### config.mk
export PLATFORM = sky130hd
export DESIGN_NAME = vector_uop_sequencer
export DESIGN_NICKNAME = d
export VERILOG_FILES = /design/src/rtl/vector_uop_sequencer.sv
export SDC_FILE = /design/constraint.sdc
export NUM_CORES = 1
export LEC_CHECK = 0
export BUFFER_PORTS_ARGS = -buffer_cell sky130_fd_sc_hd__buf_4
export CAP_MARGIN = 20
export CORE_MARGIN = 1
export CORE_UTILIZATION = 40
export CTS_BUF_LIST = sky130_fd_sc_hd__clkbuf_4 sky130_fd_sc_hd__clkbuf_8
export DETAILED_ROUTE_END_ITERATION = 6
export GPL_TIMING_DRIVEN = 0
export MAX_ROUTING_LAYER = met4
export PLACE_DENSITY = 0.67
export SLEW_MARGIN = 5
export SYNTH_ARGS = -nofsm -noshare
export SYNTH_HDL_FRONTEND = slang
export SYNTH_SLANG_ARGS = --single-unit
### constraint.sdc
create_clock -name clk -period 3 [get_ports clk]
set_clock_uncertainty 0.05 [all_clocks]
set_input_delay 0.6 -clock clk [delete_from_list [all_inputs] [get_ports clk]]
set_output_delay 0.6 -clock clk [all_outputs]
set_load 0.005 [all_outputs]
### src/rtl/vector_uop_sequencer.sv
// Purpose: expands one decoded vector instruction into 2^lmul_log per-register micro-ops for a lane.
// Latency: an instruction accepted at edge t drives uop 0 after edge t; one uop per cycle, no bubble between groups.
// Backpressure: lane_stall freezes every output and the uop counter; instr_ready is low until the last uop fires.
module vector_uop_sequencer #(
    parameter int LANES_DATA_WIDTH = 64,
    parameter int MICROOP_BIT      = 9
) (
    input  logic                            clk,
    input  logic                            rst,
    // instruction side
    input  logic                            instr_valid,
    output logic                            instr_ready,
    input  logic [MICROOP_BIT-1:0]          instr_alu_op,
    input  logic [4:0]                      instr_vs1,
    input  logic [4:0]                      instr_vs2,
    input  logic [4:0]                      instr_vd,
    input  logic                            instr_op1_is_vreg,
    input  logic [1:0]                      instr_lmul_log,
    input  logic [LANES_DATA_WIDTH-1:0]     instr_mask,
    input  logic                            instr_masked,
    input  logic                            instr_load,
    input  logic                            instr_store,
    input  logic                            instr_indexed,
    input  logic                            instr_wb_en,
    input  logic                            instr_mult,
    input  logic [LANES_DATA_WIDTH-1:0]     instr_imm,
    input  logic [LANES_DATA_WIDTH-1:0]     instr_scalar,
    input  logic [2:0]                      instr_sew,
    // lane side
    input  logic                            lane_stall,
    output logic                            uop_valid,
    output logic [MICROOP_BIT-1:0]          alu_op,
    output logic [4:0]                      operand_1,
    output logic [4:0]                      operand_2,
    output logic [4:0]                      destination,
    output logic [LANES_DATA_WIDTH/8-1:0]   mask_bits,
    output logic                            masked_operation,
    output logic                            load_operation,
    output logic                            store_operation,
    output logic                            indexed_memory_operation,
    output logic                            write_back_enable,
    output logic                            multiplication_flag,
    output logic [LANES_DATA_WIDTH-1:0]     operand_1_immediate,
    output logic [LANES_DATA_WIDTH-1:0]     operand_1_scalar,
    output logic [2:0]                      sew_in,
    output logic [2:0]                      uop_index,
    output logic                            uop_last
);

    localparam int MASK_W = LANES_DATA_WIDTH / 8;

    typedef enum logic {
        IDLE  = 1'b0,
        ISSUE = 1'b1
    } state_t;

    state_t state, state_next;

    // group-invariant fields needed to build uops 1..N-1
    logic [4:0]                  vs1_q;
    logic [4:0]                  vs2_q;
    logic [4:0]                  vd_q;
    logic                        op1_vreg_q;
    logic [1:0]                  lmul_log_q;
    logic [LANES_DATA_WIDTH-1:0] mask_q;

    logic [2:0] idx;
    logic [2:0] idx_next;
    logic [2:0] last_idx;
    logic       fire;
    logic       accept;
    logic       advance;
    logic       retire;

    assign uop_valid   = (state == ISSUE);
    assign uop_index   = idx;
    assign idx_next    = idx + 3'd1;
    assign fire        = uop_valid && !lane_stall;
    assign uop_last    = uop_valid && (idx == last_idx);
    assign instr_ready = (state == IDLE) || (fire && uop_last);

    // index of the final uop for the latched group size
    always_comb begin
        last_idx = 3'd0;
        case (lmul_log_q)
            2'd0:    last_idx = 3'd0;
            2'd1:    last_idx = 3'd1;
            2'd2:    last_idx = 3'd3;
            default: last_idx = 3'd7;
        endcase
    end

    // state register
    always_ff @(posedge clk or negedge rst) begin
        if (!rst) begin
            state <= IDLE;
        end else begin
            state <= state_next;
        end
    end

    // next state and datapath controls: load a new group, step the index, or go idle
    always_comb begin
        state_next = state;
        accept     = 1'b0;
        advance    = 1'b0;
        retire     = 1'b0;
        case (state)
            IDLE: begin
                if (instr_valid) begin
                    accept     = 1'b1;
                    state_next = ISSUE;
                end
            end
            ISSUE: begin
                if (fire) begin
                    if (uop_last) begin
                        if (instr_valid) begin
                            accept = 1'b1;
                        end else begin
                            retire     = 1'b1;
                            state_next = IDLE;
                        end
                    end else begin
                        advance = 1'b1;
                    end
                end
            end
            default: state_next = IDLE;
        endcase
    end

    // latch the instruction and build registered uop outputs
    always_ff @(posedge clk or negedge rst) begin
        if (!rst) begin
            idx                      <= 3'd0;
            vs1_q                    <= 5'd0;
            vs2_q                    <= 5'd0;
            vd_q                     <= 5'd0;
            op1_vreg_q               <= 1'b0;
            lmul_log_q               <= 2'd0;
            mask_q                   <= '0;
            alu_op                   <= '0;
            operand_1                <= 5'd0;
            operand_2                <= 5'd0;
            destination              <= 5'd0;
            mask_bits                <= '0;
            masked_operation         <= 1'b0;
            load_operation           <= 1'b0;
            store_operation          <= 1'b0;
            indexed_memory_operation <= 1'b0;
            write_back_enable        <= 1'b0;
            multiplication_flag      <= 1'b0;
            operand_1_immediate      <= '0;
            operand_1_scalar         <= '0;
            sew_in                   <= 3'd0;
        end else if (accept) begin
            idx                      <= 3'd0;
            vs1_q                    <= instr_vs1;
            vs2_q                    <= instr_vs2;
            vd_q                     <= instr_vd;
            op1_vreg_q               <= instr_op1_is_vreg;
            lmul_log_q               <= instr_lmul_log;
            mask_q                   <= instr_mask;
            alu_op                   <= instr_alu_op;
            operand_1                <= instr_vs1;
            operand_2                <= instr_vs2;
            destination              <= instr_vd;
            mask_bits                <= instr_mask[MASK_W-1:0];
            masked_operation         <= instr_masked;
            load_operation           <= instr_load;
            store_operation          <= instr_store;
            indexed_memory_operation <= instr_indexed;
            write_back_enable        <= instr_wb_en;
            multiplication_flag      <= instr_mult;
            operand_1_immediate      <= instr_imm;
            operand_1_scalar         <= instr_scalar;
            sew_in                   <= instr_sew;
        end else if (advance) begin
            // register numbers wrap modulo 32; group legality is the decoder's job
            idx         <= idx_next;
            operand_1   <= op1_vreg_q ? (vs1_q + {2'b00, idx_next}) : vs1_q;
            operand_2   <= vs2_q + {2'b00, idx_next};
            destination <= vd_q + {2'b00, idx_next};
            mask_bits   <= mask_q[int'(idx_next) * MASK_W +: MASK_W];
        end else if (retire) begin
            // side-effecting flags must not look live while the lane sees no uop
            load_operation    <= 1'b0;
            store_operation   <= 1'b0;
            write_back_enable <= 1'b0;
        end
    end

endmodule

## After elaboration in Yosys (flattened, before gate mapping)

Cells that the tools add are included.

| word-level totals | value |
|---|---|
| flip-flop bits (word level) | 255 |
| input bits | 232 |
| output and inout port bits | 175 |
| logic and storage cells | 72 |

| cells by class | value |
|---|---|
| $add $sub $neg | 4 |
| equal/unequal tests | 4 |
| shift operators | 1 |
| muxes and demuxes | 31 |
| bitwise logic cells | 1 |
| reductions and logical operators | 9 |

Operators with widths:

| operator | count |
|---|---|
| $shiftx A64 B7 Y8 | 1 |
| $mux W5 | 7 |
| $mux W1 | 17 |
| $mux W8 | 2 |
| $add A5 B3 Y5 | 3 |
| $pmux W3 S3 | 1 |
| $mux W3 | 2 |
| $pmux W1 S2 | 2 |
| $reduce_bool A2 Y1 | 2 |
| $add A3 B1 Y3 const B | 1 |
| $eq A3 B3 Y1 | 1 |
| $logic_and A1 B1 Y1 | 3 |
| $eq A2 B1 Y1 const B | 1 |
| $eq A2 B2 Y1 const B | 1 |
| $logic_not A2 Y1 | 1 |
| $ne A2 B2 Y1 const B | 1 |
| $reduce_and A2 Y1 | 1 |
| $logic_not A1 Y1 | 1 |
| $logic_or A1 B1 Y1 | 1 |
| $not A1 Y1 | 1 |

## Depth between registers and ports, before layout

Gate-level depths: netlist of run 1.

| depth | value |
|---|---|
| depth in word-level cells | 10 |
| gate-level depth with buffers | 9 |
| mapped depth without buffers | 8 |

## Worst setup path before layout of run 1

OpenSTA, ideal clock, no wires.

| path | value |
|---|---|
| kind | register to register |
| start point | register idx[2], in the netlist uop_index[2] |
| end point | register mask_q[40] |
| library setup time | 0.127 ns |
| arrival time | 2.450 ns |
| data required time | 2.823 ns |
| setup slack | 0.373 ns |
| cell stages (with the launch flop) | 9 |
| buffers on the path | 4 |
| period minus slack after synthesis | 2.627 ns |
| cells stage by stage | dfrtp_1 -> buf_4 -> or4b_1 -> and4b_1 -> a2111oi_4 -> buf_6 -> buf_12 -> buf_12 -> mux2_1 |

| between the ends | value |
|---|---|
| word-level cells in the longest chain between the ends | 5 |

RTL lines:

| what | line | RTL |
|---|---|---|
| start, declared | 67 | `logic [2:0] idx;` |
| start signal, assigned | 181 | `idx <= idx_next;` |
| $eq A3 B3 Y1 | 79 | `assign uop_last = uop_valid && (idx == last_idx);` |
| $logic_and A1 B1 Y1 | 79 |  |
| $mux W1 | 117 | `if (uop_last) begin` |
| $mux W1 | 116 | `if (fire) begin` |
| $pmux W1 S2 | 108 | `case (state)` |
| end signal, assigned | 164 | `mask_q <= instr_mask;` |
| end, declared | 65 | `logic [LANES_DATA_WIDTH-1:0] mask_q;` |

Every way passes these cells.
A chain may end at the register's enable or synchronous reset.

## Final worst setup path of run 1

| path | value |
|---|---|
| start point | register idx[2], in the netlist uop_index[2] |
| end point | output port instr_ready |

| between the ends | value |
|---|---|
| word-level cells in the longest chain between the ends | 4 |

RTL lines:

| what | line | RTL |
|---|---|---|
| $eq A3 B3 Y1 | 79 |  |
| $logic_and A1 B1 Y1 | 79 |  |
| $logic_and A1 B1 Y1 | 80 | `assign instr_ready = (state == IDLE) \|\| (fire && uop_last);` |
| $logic_or A1 B1 Y1 | 80 |  |
| end, declared | 12 | `output logic instr_ready,` |

Every way passes these cells.

==> impl_metrics.prom, run 1 <==
# TYPE chip_impl_metric gauge
chip_impl_info{name="run_status",value="complete, no violations"} 1
chip_impl_metric{name="routed_wire_length_per_instance",unit="um"} 19.2
chip_impl_metric{name="drv_cap",unit=""} 0
chip_impl_metric{name="clock_latency",unit="ns"} 0.53
chip_impl_metric{name="global_route.usage.total",unit=""} 0.221
chip_impl_metric{name="ys_ff_latch",unit=""} 255
chip_impl_metric{name="gp_routability_congestion",unit=""} 0.805
chip_impl_metric{name="worst-r2r-cell-count",unit=""} 8
chip_impl_info{name="most-common-layout-cells",value="sky130_fd_sc_hd__buf_4 (415), sky130_fd_sc_hd__dfrtp_1 (255), sky130_fd_sc_hd__mux2_2 (92)"} 1
chip_impl_metric{name="drive_above_1_share",unit=""} 0.607
chip_impl_info{name="regToRegEndpoint",value="vs1_q[2]$_DFFE_PN0P_"} 1
chip_impl_metric{name="wl_met1",unit="mm"} 11.8
chip_impl_info{name="post_synth_main_area_contributors",value="sky130_fd_sc_hd__dfrtp_1 (57%), sky130_fd_sc_hd__mux2_4 (12%), sky130_fd_sc_hd__mux2_2 (9.3%)"} 1
chip_impl_info{name="worstSetupStartpoint",value="uop_index[2]$_DFFE_PN0P_"} 1
chip_impl_info{name="hold_path_class",value="primary input to register"} 1
chip_impl_metric{name="regToRegSetupSlack",unit="ns"} 0.13
chip_impl_metric{name="die_area",unit="um2"} 28500
chip_impl_info{name="timing.rr.start",value="uop_index[2]$_DFFE_PN0P_"} 1
chip_impl_info{name="buffer_type_at_the_clock_tree_root",value="sky130_fd_sc_hd__clkbuf_8"} 1
chip_impl_metric{name="final-max-slew-violation-count",unit=""} 0
chip_impl_metric{name="cts_buffer_depth",unit=""} 3
chip_impl_metric{name="global_route_wire_length_before_repair",unit="mm"} 46.4
chip_impl_metric{name="largest_net_degree_at_the_start_of_global_routing",unit=""} 107
chip_impl_metric{name="maxClockFrequency",unit="MHz"} 343
chip_impl_metric{name="boundaryPins",unit=""} 407
chip_impl_metric{name="routed_via_density",unit=""} 4.83
chip_impl_metric{name="place_inst",unit=""} 1492
chip_impl_info{name="cp-end-kind",value="output port"} 1
chip_impl_metric{name="final_nets",unit=""} 1416
chip_impl_metric{name="hold_violations",unit=""} 0
chip_impl_metric{name="timing.final.ws_setup",unit="ns"} 0.0888
chip_impl_metric{name="overflow",unit=""} 0
chip_impl_metric{name="pleak",unit="uW"} 0.00755
chip_impl_metric{name="cts_made_buffers",unit=""} 45
chip_impl_metric{name="drt.antenna.violating_nets",unit=""} 0
chip_impl_info{name="setup.worst_path.class",value="register to output port"} 1
chip_impl_metric{name="min_period_over_period",unit=""} 0.970
chip_impl_metric{name="cts.sinks",unit=""} 255
chip_impl_metric{name="critical_path_arrival",unit="ns"} 2.26
chip_impl_metric{name="initialDrtViolationCount",unit=""} 245
chip_impl_metric{name="detailedPlacementHpwl",unit="mm"} 22.2
chip_impl_metric{name="htreeDepth",unit=""} 2
chip_impl_metric{name="vertical_die_dimension",unit="um"} 169
chip_impl_metric{name="worstMarginPinSlew",unit="ns"} 0.783
chip_impl_metric{name="critPathRequiredTime",unit="ns"} 2.35
chip_impl_info{name="rsz0062_at_grt",value="no"} 1
chip_impl_metric{name="die_x",unit="um"} 169
chip_impl_info{name="critPathLaunchType",value="register"} 1
chip_impl_info{name="final_common_cell",value="sky130_fd_sc_hd__buf_4"} 1
chip_impl_metric{name="final_period_minus_worst_setup_slack",unit="ns"} 2.91
chip_impl_metric{name="finalNonFillerCells",unit=""} 1574
chip_impl_metric{name="postSynthCellCount",unit=""} 711
chip_impl_info{name="worstHoldStart",value="instr_imm[23]"} 1
chip_impl_metric{name="dr.pass1.iters",unit=""} 6
chip_impl_metric{name="place.port_buffers",unit=""} 406
chip_impl_metric{name="register_area_share_after_synthesis",unit=""} 0.573
chip_impl_metric{name="critical_path.max_fanout",unit=""} 8
chip_impl_info{name="cts_tree",value="done"} 1
chip_impl_metric{name="synthDominantCellAreaShare",unit=""} 0.573
chip_impl_metric{name="detail_route.drc_violations",unit=""} 0
chip_impl_metric{name="placement_rows",unit=""} 60
chip_impl_metric{name="cts.reportedPaths.clkPinSlew",unit="ns"} 0.05
chip_impl_metric{name="layout-area-overhead-vs-synth",unit="%"} 41.5
chip_impl_metric{name="grt_pass1_vias",unit=""} 8122
chip_impl_metric{name="netlist_area",unit="um2"} 11100
chip_impl_metric{name="timing.final.setup_violations",unit=""} 0
chip_impl_metric{name="wl_met2",unit="mm"} 15.4
chip_impl_metric{name="detailroute.via_count",unit=""} 7596
chip_impl_metric{name="start_util",unit=""} 0.411
chip_impl_metric{name="synth_area_per_cell",unit="um2"} 15.7
chip_impl_metric{name="design.core.area",unit="um2"} 27100
chip_impl_metric{name="route.final.wire_length",unit="mm"} 30.2
chip_impl_metric{name="synth.net_count",unit=""} 957
chip_impl_metric{name="hold_depth",unit=""} 2
chip_impl_info{name="route.top_layer_used",value="met4"} 1
chip_impl_metric{name="place_ws",unit="ns"} -0.372
chip_impl_metric{name="routed-wl-met3",unit="mm"} 2.37
chip_impl_info{name="yosys.area.top_type",value="sky130_fd_sc_hd__dfrtp_1"} 1
chip_impl_metric{name="worst_ir_drop_vdd",unit="mV"} 0.584
chip_impl_metric{name="power_density",unit="nW/um2"} 1130
chip_impl_info{name="hold-path-endpoint",value="operand_1_immediate[23]$_DFFE_PN0P_"} 1
chip_impl_metric{name="relSlewSlack",unit=""} 0.475
chip_impl_metric{name="count_of_yosys_warnings_during_synthesis",unit=""} 0
chip_impl_metric{name="grt_antenna_before_repair",unit=""} 2
chip_impl_metric{name="post_synth_num_cell_types",unit=""} 44
[how the worst max path moves through the flow]
stage                                       end  slack, ns  cells after the start
2_1_floorplan            mask_q[40]$_DFFE_PN0P_       0.37                      8
3_3_place_gp   operand_1_scalar[19]$_DFFE_PN0P_      -0.95                      1
3_5_place_dp           mask_bits[0]$_DFFE_PN0P_      -0.37                      7
4_1_cts                                uop_last       0.04                      6
5_1_grt                             instr_ready      0.004                      5
6_report                            instr_ready       0.09                      5
[metal layers]
layer	vias to the layer above	global-route usage
met3	57	0.0620
met5	-	-
met4	0	0.0613
li1	3439	-
met1	3815	0.258
met2	285	0.372
[synthesized netlist by cell type]
| cell | n |
|---|---|
| sky130_fd_sc_hd__mux2i_1 | 20 |
| sky130_fd_sc_hd__buf_12 | 11 |
| sky130_fd_sc_hd__xnor2_1 | 7 |
| sky130_fd_sc_hd__and4b_1 | 1 |
| sky130_fd_sc_hd__clkbuf_1 | 7 |
| sky130_fd_sc_hd__buf_1 | 3 |
| sky130_fd_sc_hd__nand2b_1 | 1 |
| sky130_fd_sc_hd__mux4_2 | 16 |
| sky130_fd_sc_hd__fa_1 | 3 |
| sky130_fd_sc_hd__buf_4 | 8 |
| sky130_fd_sc_hd__nor3_1 | 1 |
| sky130_fd_sc_hd__dfrtp_1 | 255 |
| sky130_fd_sc_hd__nand4_1 | 1 |
| sky130_fd_sc_hd__mux2_1 | 34 |
| sky130_fd_sc_hd__a21oi_1 | 7 |
| sky130_fd_sc_hd__nor4_1 | 1 |
| sky130_fd_sc_hd__a221o_1 | 2 |
| sky130_fd_sc_hd__buf_2 | 6 |
| sky130_fd_sc_hd__nand4bb_1 | 1 |
| sky130_fd_sc_hd__nand2_1 | 27 |
| sky130_fd_sc_hd__nand3_1 | 2 |
| sky130_fd_sc_hd__or4b_1 | 1 |
| sky130_fd_sc_hd__o21ai_1 | 2 |
| sky130_fd_sc_hd__mux2_4 | 90 |
| sky130_fd_sc_hd__and4_1 | 1 |
| sky130_fd_sc_hd__ha_1 | 11 |
| sky130_fd_sc_hd__o211ai_1 | 1 |
| sky130_fd_sc_hd__mux2_2 | 92 |
| sky130_fd_sc_hd__inv_1 | 22 |
| sky130_fd_sc_hd__a2111oi_4 | 1 |
| sky130_fd_sc_hd__xor2_1 | 4 |
| sky130_fd_sc_hd__a21o_1 | 2 |
| sky130_fd_sc_hd__a21boi_0 | 1 |
| sky130_fd_sc_hd__nor2_1 | 10 |
| sky130_fd_sc_hd__and2_1 | 1 |
| sky130_fd_sc_hd__o31ai_1 | 1 |
| sky130_fd_sc_hd__o21ai_0 | 43 |
| sky130_fd_sc_hd__o21a_1 | 1 |
| sky130_fd_sc_hd__buf_6 | 5 |
| sky130_fd_sc_hd__nand3b_1 | 1 |
| sky130_fd_sc_hd__a32o_1 | 4 |
| sky130_fd_sc_hd__nor2b_1 | 1 |
| sky130_fd_sc_hd__nor3b_1 | 1 |
| sky130_fd_sc_hd__and3_1 | 1 |
[timing repair]
action                                  CTS  global route
cloned                                    0             0
setup buffers                             0             3
hold buffers                              1             0
pin swaps                                 1             1
resized for setup                        11             5
endpoints found under the setup margin   13            94
endpoints found under the hold margin    48             0
[state kept, by name, indices dropped and copies added (netlist names), 8 cells and up]
name and cells:
mask_q 64, operand_1_immediate 64, operand_1_scalar 64, alu_op 9
mask_bits 8
[where the power goes]
part / switching (uW) / internal, uW / total [uW]
clock network: 1410 / 1910 / 3320
registers: 1000 / 5240 / 6240
logic: 3160 / 5070 / 8230
total: 5570 / 12200 / 17800
[per-stage QoR]
stage	total power, uW	cell area, um2	TNS, ns	hold WS [ns]	util
detailed placement	14500	14700	-2.69	0.421	0.543
finish	17800	15700	0	0.231	0.581
floorplan	11000	11100	0	0.254	-
global placement	14300	14600	-239.12	0.417	0.540
CTS	18000	15700	0	0.186	0.579
global route	19000	15700	0	0.200	0.581
[logic make-up after synthesis]
family / count (synthesis) / synth area share
buffers and inverters: 62 / 0.0437
adder cells (fa/ha/maj): 14 / 0.0178
multiplexers: 252 / 0.299
flip-flops: 255 / 0.573
AND/OR/NAND/NOR: 52 / 0.0221
XOR/XNOR: 11 / 0.00865
AO/OA/AOI/OAI: 65 / 0.0353
[area by class of cell]
cell class	instances	area, um2
inverters	22	82.6
flip-flops and latches	255	6380
repair buffers	413	3170
diodes	2	5.00
well taps	372	465
plain buffers	39	412
fillers	2240	11400
multi-input cells	394	4300
clock buffers	67	860
clock inverters	10	75.1
[critical path: stages (launching register included)]
cell and delay (ns):
sky130_fd_sc_hd__dfrtp_1 0.37, sky130_fd_sc_hd__buf_4 0.17, sky130_fd_sc_hd__or4b_1 0.55, sky130_fd_sc_hd__and4_4 0.22, sky130_fd_sc_hd__o31ai_4 0.26, sky130_fd_sc_hd__buf_4 0.15
(Power assumes the default switching activity.)
==> run 2: changes to the inputs <==
--- a/config.mk
+++ b/config.mk
@@ -7,13 +7,15 @@
 export LEC_CHECK = 0
 export BUFFER_PORTS_ARGS = -buffer_cell sky130_fd_sc_hd__buf_4
 export CAP_MARGIN = 20
+export CELL_PAD_IN_SITES_DETAIL_PLACEMENT = 1
+export CELL_PAD_IN_SITES_GLOBAL_PLACEMENT = 2
 export CORE_MARGIN = 1
-export CORE_UTILIZATION = 40
+export CORE_UTILIZATION = 34
 export CTS_BUF_LIST = sky130_fd_sc_hd__clkbuf_4 sky130_fd_sc_hd__clkbuf_8
 export DETAILED_ROUTE_END_ITERATION = 6
 export GPL_TIMING_DRIVEN = 0
 export MAX_ROUTING_LAYER = met4
-export PLACE_DENSITY = 0.67
+export PLACE_DENSITY_LB_ADDON = 0.1
 export SLEW_MARGIN = 5
 export SYNTH_ARGS = -nofsm -noshare
 export SYNTH_HDL_FRONTEND = slang
==> impl_metrics.prom, run 2 (same netlist as run 1, synthesis figures left out) <==
# TYPE chip_impl_metric gauge
chip_impl_info{name="run_status",value="complete, no violations"} 1
chip_impl_metric{name="vertical_die_dimension",unit="um"} 183
chip_impl_metric{name="post_layout_utilization_of_the_core",unit=""} 0.499
chip_impl_metric{name="drive_above_1_share",unit=""} 0.609
chip_impl_info{name="final_common_cell",value="sky130_fd_sc_hd__buf_4"} 1
chip_impl_metric{name="placement_rows",unit=""} 65
chip_impl_metric{name="maxClockFrequency",unit="MHz"} 344
chip_impl_metric{name="start_util",unit=""} 0.349
chip_impl_metric{name="final_nets",unit=""} 1419
chip_impl_metric{name="worst-r2r-cell-count",unit=""} 8
chip_impl_metric{name="detailroute.via_count",unit=""} 7551
chip_impl_metric{name="grt_antenna_before_repair",unit=""} 2
chip_impl_metric{name="layout-area-overhead-vs-synth",unit="%"} 42.8
chip_impl_metric{name="gp_routability_congestion",unit=""} 0.740
chip_impl_info{name="most-common-layout-cells",value="sky130_fd_sc_hd__buf_4 (415), sky130_fd_sc_hd__dfrtp_1 (255), sky130_fd_sc_hd__mux2_2 (92)"} 1
chip_impl_metric{name="critical_path_arrival",unit="ns"} 2.26
chip_impl_metric{name="worstMarginPinSlew",unit="ns"} 0.819
chip_impl_metric{name="finalNonFillerCells",unit=""} 1640
chip_impl_info{name="reg_top3",value="mask_q: 64 flops, operand_1_immediate: 64 flops, operand_1_scalar: 64 flops"} 1
chip_impl_metric{name="die_x",unit="um"} 183
chip_impl_metric{name="dr.pass1.iters",unit=""} 4
chip_impl_metric{name="global_route.usage.total",unit=""} 0.204
chip_impl_metric{name="drt.antenna.violating_nets",unit=""} 0
chip_impl_metric{name="relSlewSlack",unit=""} 0.451
chip_impl_metric{name="min_period_over_period",unit=""} 0.969
chip_impl_metric{name="timing.final.setup_violations",unit=""} 0
chip_impl_metric{name="wl_met2",unit="mm"} 16.4
chip_impl_metric{name="cts_buffer_depth",unit=""} 3
chip_impl_info{name="rsz0062_at_grt",value="no"} 1
chip_impl_metric{name="routed_wire_length_per_instance",unit="um"} 19.8
chip_impl_metric{name="htreeDepth",unit=""} 2
chip_impl_metric{name="wl_met1",unit="mm"} 13.0
chip_impl_info{name="worst_setup_path_endpoint",value="instr_ready"} 1
chip_impl_metric{name="place.port_buffers",unit=""} 406
chip_impl_metric{name="pleak",unit="uW"} 0.00757
chip_impl_metric{name="hold_violations",unit=""} 0
chip_impl_metric{name="design.core.area",unit="um2"} 31900
chip_impl_metric{name="cts.sinks",unit=""} 255
chip_impl_info{name="setup.worst_path.class",value="register to output port"} 1
chip_impl_metric{name="cts.reportedPaths.clkPinSlew",unit="ns"} 0.06
chip_impl_metric{name="detailedPlacementHpwl",unit="mm"} 23.7
chip_impl_metric{name="timing.setup.tns",unit="ns"} 0
chip_impl_info{name="hold_path_class",value="primary input to register"} 1
chip_impl_metric{name="regToRegSetupSlack",unit="ns"} 0.21
chip_impl_info{name="critPathLaunchType",value="register"} 1
chip_impl_metric{name="global_route_wire_length_before_repair",unit="mm"} 50.3
chip_impl_info{name="buffer_type_at_the_clock_tree_root",value="sky130_fd_sc_hd__clkbuf_8"} 1
chip_impl_metric{name="drv_cap",unit=""} 0
chip_impl_info{name="regToRegEndpoint",value="vs1_q[2]$_DFFE_PN0P_"} 1
chip_impl_metric{name="cts_made_buffers",unit=""} 47
chip_impl_metric{name="routed-wl-met3",unit="mm"} 2.46
chip_impl_metric{name="routed_via_density",unit=""} 4.60
chip_impl_info{name="worstHoldStart",value="instr_imm[1]"} 1
chip_impl_metric{name="detail_route.drc_violations",unit=""} 0
chip_impl_info{name="timing.rr.start",value="uop_index[2]$_DFFE_PN0P_"} 1
chip_impl_info{name="cp-end-kind",value="output port"} 1
chip_impl_info{name="cts_tree",value="done"} 1
chip_impl_metric{name="critical_path.max_fanout",unit=""} 8
chip_impl_metric{name="clock_latency",unit="ns"} 0.55
chip_impl_metric{name="largest_net_degree_at_the_start_of_global_routing",unit=""} 107
chip_impl_metric{name="boundaryPins",unit=""} 407
chip_impl_metric{name="power_density",unit="nW/um2"} 1130
chip_impl_metric{name="route.final.wire_length",unit="mm"} 32.5
chip_impl_metric{name="holdWs",unit="ns"} 0.210
chip_impl_metric{name="overflow",unit=""} 0
chip_impl_metric{name="worst_ir_drop_vdd",unit="mV"} 0.474
chip_impl_info{name="worstSetupStartpoint",value="uop_index[2]$_DFFE_PN0P_"} 1
chip_impl_metric{name="final_period_minus_worst_setup_slack",unit="ns"} 2.91
chip_impl_metric{name="place_inst",unit=""} 1556
chip_impl_metric{name="critPathRequiredTime",unit="ns"} 2.35
chip_impl_metric{name="grt_pass1_vias",unit=""} 8618
chip_impl_metric{name="final-max-slew-violation-count",unit=""} 0
chip_impl_metric{name="die_area",unit="um2"} 33500
chip_impl_metric{name="initialDrtViolationCount",unit=""} 170
chip_impl_info{name="route.top_layer_used",value="met4"} 1
-- run 2: cell types whose count changed in the layout (fill, tap and decap cells not counted), sizes merged --
cell,delta
buf,-2
clkbuf,+9
clkinv,-6
clkinvlp,+1
diode,+1
-- run 2: where the power goes --
part           internal, uW  switching [uW]  leakage, uW
sequential             5240            1030      0.00304
combinational          5100            3150      0.00402
clock                  2000            1450     0.000512
total                 12300            5620      0.00757
-- run 2: cell type report --
cell class | instances | area, um2
well taps | 435 | 544
clock buffers | 73 | 911
flip-flops and latches | 255 | 6380
diodes | 3 | 7.51
plain buffers | 39 | 425
repair buffers | 414 | 3190
inverters | 22 | 82.6
clock inverters | 5 | 52.6
multi-input cells | 394 | 4310
fillers | 3310 | 16000
-- run 2: how the worst min path moves through the flow --
| stage | end | slack (ns) | cells after the start |
|---|---|---|---|
| after floorplan | alu_op[0]$_DFFE_PN0P_ | 0.25 | 0 |
| after global placement | mask_q[40]$_DFFE_PN0P_ | 0.42 | 1 |
| after detailed placement | operand_1_immediate[6]$_DFFE_PN0P_ | 0.33 | 1 |
| after CTS | operand_1_immediate[13]$_DFFE_PN0P_ | 0.17 | 2 |
| after global routing | operand_1_immediate[16]$_DFFE_PN0P_ | 0.18 | 2 |
| final | operand_1_immediate[1]$_DFFE_PN0P_ | 0.21 | 2 |
-- run 2: worst max-delay path, cell delays in order, from the launching register on --
cell and delay [ns]:
sky130_fd_sc_hd__dfrtp_1 0.39, sky130_fd_sc_hd__buf_6 0.15, sky130_fd_sc_hd__or4b_4 0.54, sky130_fd_sc_hd__and4_4 0.23, sky130_fd_sc_hd__o31ai_4 0.23, sky130_fd_sc_hd__buf_4 0.15
-- run 2: timing repair --
action                                 in CTS  in global routing
buffers inserted                            1                  2
endpoints found under the hold margin       1                  0
pin swaps                                   1                  2
resized for setup                          14                 10
setup endpoints to repair                  14                 35
hold buffers                                1                  0
-- run 2: metrics by stage --
stage          area [um2]  total power [uW]  setup slack (ns)
2_1_floorplan       11100             11000             0.373
3_3_place_gp        14700             14400             -1.12
3_5_place_dp        14800             14600            -0.587
4_1_cts             15900             18300            0.0118
5_1_grt             15900             19200          0.000876
6_report            15900             18000            0.0937
-- run 2: layer usage --
metal | track usage | vias to the layer above
met4 | 0.0553 | 0
met2 | 0.343 | 263
li1 | - | 3450
met1 | 0.238 | 3782
met5 | - | -
met3 | 0.0582 | 56
==> run 3: changes to the inputs <==
--- a/config.mk
+++ b/config.mk
@@ -15,7 +15,7 @@
 export DETAILED_ROUTE_END_ITERATION = 6
 export GPL_TIMING_DRIVEN = 0
 export MAX_ROUTING_LAYER = met4
-export PLACE_DENSITY_LB_ADDON = 0.1
+export PLACE_DENSITY = 0.83
 export SLEW_MARGIN = 5
 export SYNTH_ARGS = -nofsm -noshare
 export SYNTH_HDL_FRONTEND = slang
==> impl_metrics.prom, run 3 (same netlist as run 1, synthesis figures left out) <==
# TYPE chip_impl_metric gauge
chip_impl_info{name="run_status",value="complete, no violations"} 1
chip_impl_metric{name="place_inst",unit=""} 1555
chip_impl_metric{name="clock_latency",unit="ns"} 0.56
chip_impl_metric{name="vertical_die_dimension",unit="um"} 183
chip_impl_metric{name="min_period_over_period",unit=""} 0.969
chip_impl_metric{name="timing.final.setup_violations",unit=""} 0
chip_impl_metric{name="path_buf_inv",unit=""} 2
chip_impl_metric{name="design.core.area",unit="um2"} 31900
chip_impl_metric{name="final_period_minus_worst_setup_slack",unit="ns"} 2.91
chip_impl_metric{name="timing.setup.tns",unit="ns"} 0
chip_impl_metric{name="n_fill_cell",unit=""} 3329
chip_impl_metric{name="critical_path_arrival",unit="ns"} 2.26
chip_impl_metric{name="cts.sinks",unit=""} 255
chip_impl_metric{name="power_density",unit="nW/um2"} 1140
chip_impl_metric{name="cts_made_buffers",unit=""} 45
chip_impl_metric{name="regToRegSetupSlack",unit="ns"} 0.16
chip_impl_metric{name="largest_net_degree_at_the_start_of_global_routing",unit=""} 108
chip_impl_metric{name="worstMarginPinSlew",unit="ns"} 0.763
chip_impl_metric{name="placement_rows",unit=""} 65
chip_impl_metric{name="place.port_buffers",unit=""} 406
chip_impl_metric{name="drv_cap",unit=""} 0
chip_impl_metric{name="drt.antenna.violating_nets",unit=""} 0
chip_impl_metric{name="die_x",unit="um"} 183
chip_impl_info{name="crit_top_cell",value="sky130_fd_sc_hd__buf_4"} 1
chip_impl_metric{name="final_nets",unit=""} 1415
chip_impl_metric{name="cts_buffer_depth",unit=""} 3
chip_impl_metric{name="cp_slowest_stage_delay",unit="ns"} 0.54
chip_impl_metric{name="overflow",unit=""} 0
chip_impl_metric{name="hold_violations",unit=""} 0
chip_impl_metric{name="initialDrtViolationCount",unit=""} 250
chip_impl_info{name="hold_path_class",value="primary input to register"} 1
chip_impl_metric{name="dr.pass1.iters",unit=""} 4
chip_impl_metric{name="start_util",unit=""} 0.349
chip_impl_metric{name="boundaryPins",unit=""} 407
chip_impl_metric{name="layout-area-overhead-vs-synth",unit="%"} 42.4
chip_impl_info{name="crit_path_cell_trace",value="buf_4, or4b_4, and4_4, o31ai_4, buf_4"} 1
chip_impl_metric{name="multiInputGateArea",unit="um2"} 4300
chip_impl_metric{name="global_route_wire_length_before_repair",unit="mm"} 50.8
chip_impl_metric{name="final-seq-area",unit="um2"} 6380
chip_impl_metric{name="route.final.wire_length",unit="mm"} 33.4
chip_impl_info{name="cell_type_of_the_slowest_stage_on_the_worst_timing_path",value="sky130_fd_sc_hd__or4b_4"} 1
chip_impl_metric{name="final-max-slew-violation-count",unit=""} 0
chip_impl_metric{name="pleak",unit="uW"} 0.00754
chip_impl_metric{name="drive_above_1_share",unit=""} 0.608
chip_impl_metric{name="critPathRequiredTime",unit="ns"} 2.35
chip_impl_metric{name="worst_ir_drop_vdd",unit="mV"} 0.484
chip_impl_metric{name="global_route.usage.total",unit=""} 0.207
chip_impl_info{name="rsz0062_at_grt",value="yes"} 1
chip_impl_info{name="cts_tree",value="done"} 1
chip_impl_metric{name="detailedPlacementHpwl",unit="mm"} 24.6
chip_impl_metric{name="finalNonFillerCells",unit=""} 1639
chip_impl_info{name="reg_top3",value="mask_q: 64 flops, operand_1_immediate: 64 flops, operand_1_scalar: 64 flops"} 1
chip_impl_info{name="cp-end-kind",value="output port"} 1
chip_impl_metric{name="routed_wire_length_per_instance",unit="um"} 20.4
chip_impl_metric{name="grt_antenna_before_repair",unit=""} 1
chip_impl_info{name="critPathLaunchType",value="register"} 1
chip_impl_info{name="critical-path-top-delay-family",value="simple AND/OR/NAND/NOR gates"} 1
chip_impl_info{name="most-common-layout-cells",value="sky130_fd_sc_hd__buf_4 (415), sky130_fd_sc_hd__dfrtp_1 (255), sky130_fd_sc_hd__mux2_2 (92)"} 1
chip_impl_metric{name="relSlewSlack",unit=""} 0.488
chip_impl_info{name="buffer_type_at_the_clock_tree_root",value="sky130_fd_sc_hd__clkbuf_8"} 1
chip_impl_info{name="setup.worst_path.class",value="register to output port"} 1
chip_impl_metric{name="grt_pass1_vias",unit=""} 8738
chip_impl_metric{name="maxClockFrequency",unit="MHz"} 344
chip_impl_metric{name="critical_path.max_fanout",unit=""} 8
chip_impl_metric{name="gp_routability_congestion",unit=""} 0.773
chip_impl_metric{name="die_area",unit="um2"} 33500
chip_impl_metric{name="htreeDepth",unit=""} 2
chip_impl_metric{name="detailroute.via_count",unit=""} 7604
chip_impl_info{name="final_common_cell",value="sky130_fd_sc_hd__buf_4"} 1
chip_impl_metric{name="detail_route.drc_violations",unit=""} 0
chip_impl_metric{name="routed_via_density",unit=""} 4.64
chip_impl_metric{name="cts.reportedPaths.clkPinSlew",unit="ns"} 0.06
## run 3: final timing paths
check                                                      to  depth (start not counted)                          startpoint
hold / removal               operand_1_scalar[13]$_DFFE_PN0P_                          2                    instr_scalar[13]
setup / recovery                                  instr_ready                          5            uop_index[2]$_DFFE_PN0P_
min in group asynchronous                vs2_q[4]$_DFFE_PN0P_                          2                                 rst
setup reg to reg                     mask_bits[4]$_DFFE_PN0P_                          7            uop_index[1]$_DFFE_PN0P_
hold reg to reg            operand_1_immediate[9]$_DFFE_PN0P_                          1  operand_1_immediate[9]$_DFFE_PN0P_
max in group asynchronous    operand_1_scalar[43]$_DFFE_PN0P_                          3                                 rst
## run 3: report_power, final
group / switching (uW) / internal, uW / total (uW)
clock network: 1470 / 1920 / 3390
registers: 1030 / 5240 / 6270
logic: 3310 / 5090 / 8400
total: 5810 / 12200 / 18100
## run 3: layout make-up
| class | count | area share |
|---|---|---|
| sequential | 255 | 0.403 |
| multi-input combinational | 394 | 0.271 |
| timing repair buffer | 412 | 0.199 |
| clock buffer | 74 | 0.0576 |
| tap | 435 | 0.0343 |
| buffer | 39 | 0.0270 |
| inverter | 22 | 0.00521 |
| clock inverter | 7 | 0.00292 |
| antenna | 1 | 0.000158 |
## run 3: through the flow
stage | hold WS (ns) | utilization | instance area (um2) | worst slack, ns | total power [uW]
after floorplan | 0.254 | - | 11100 | 0.373 | 11000
after global placement | 0.418 | 0.462 | 14700 | -0.998 | 14400
after detailed placement | 0.426 | 0.465 | 14800 | -0.440 | 14700
after CTS | 0.168 | 0.496 | 15800 | 0.00989 | 18300
after global routing | 0.181 | 0.497 | 15800 | -0.0553 | 19300
final | 0.201 | 0.497 | 15800 | 0.0918 | 18100
## run 3: worst register-to-register path, delay by kind of cell, from the launching register on
family / cells / cell delay (ns)
compound gates: 1 / 0.09
fa+ha+maj: 1 / 0.52
buf+inv: 2 / 0.73
flops: 1 / 0.48
mux: 3 / 0.85
## run 3: timing repair
item,CTS,global route
endpoints found under the hold margin,47,0
setup endpoints to repair,20,78
buffers inserted,1,1
hold buffers,1,0
resized for setup,11,7
pin swaps,1,2
## run 3: per-layer routing
metal / share of wire / GRT usage / vias to the layer above
met5: 0 / - / -
met4: 0.023 / 0.0643 / 0
met3: 0.075 / 0.0568 / 54
met2: 0.50 / 0.349 / 289
met1: 0.40 / 0.240 / 3818
li1: - / - / 3443
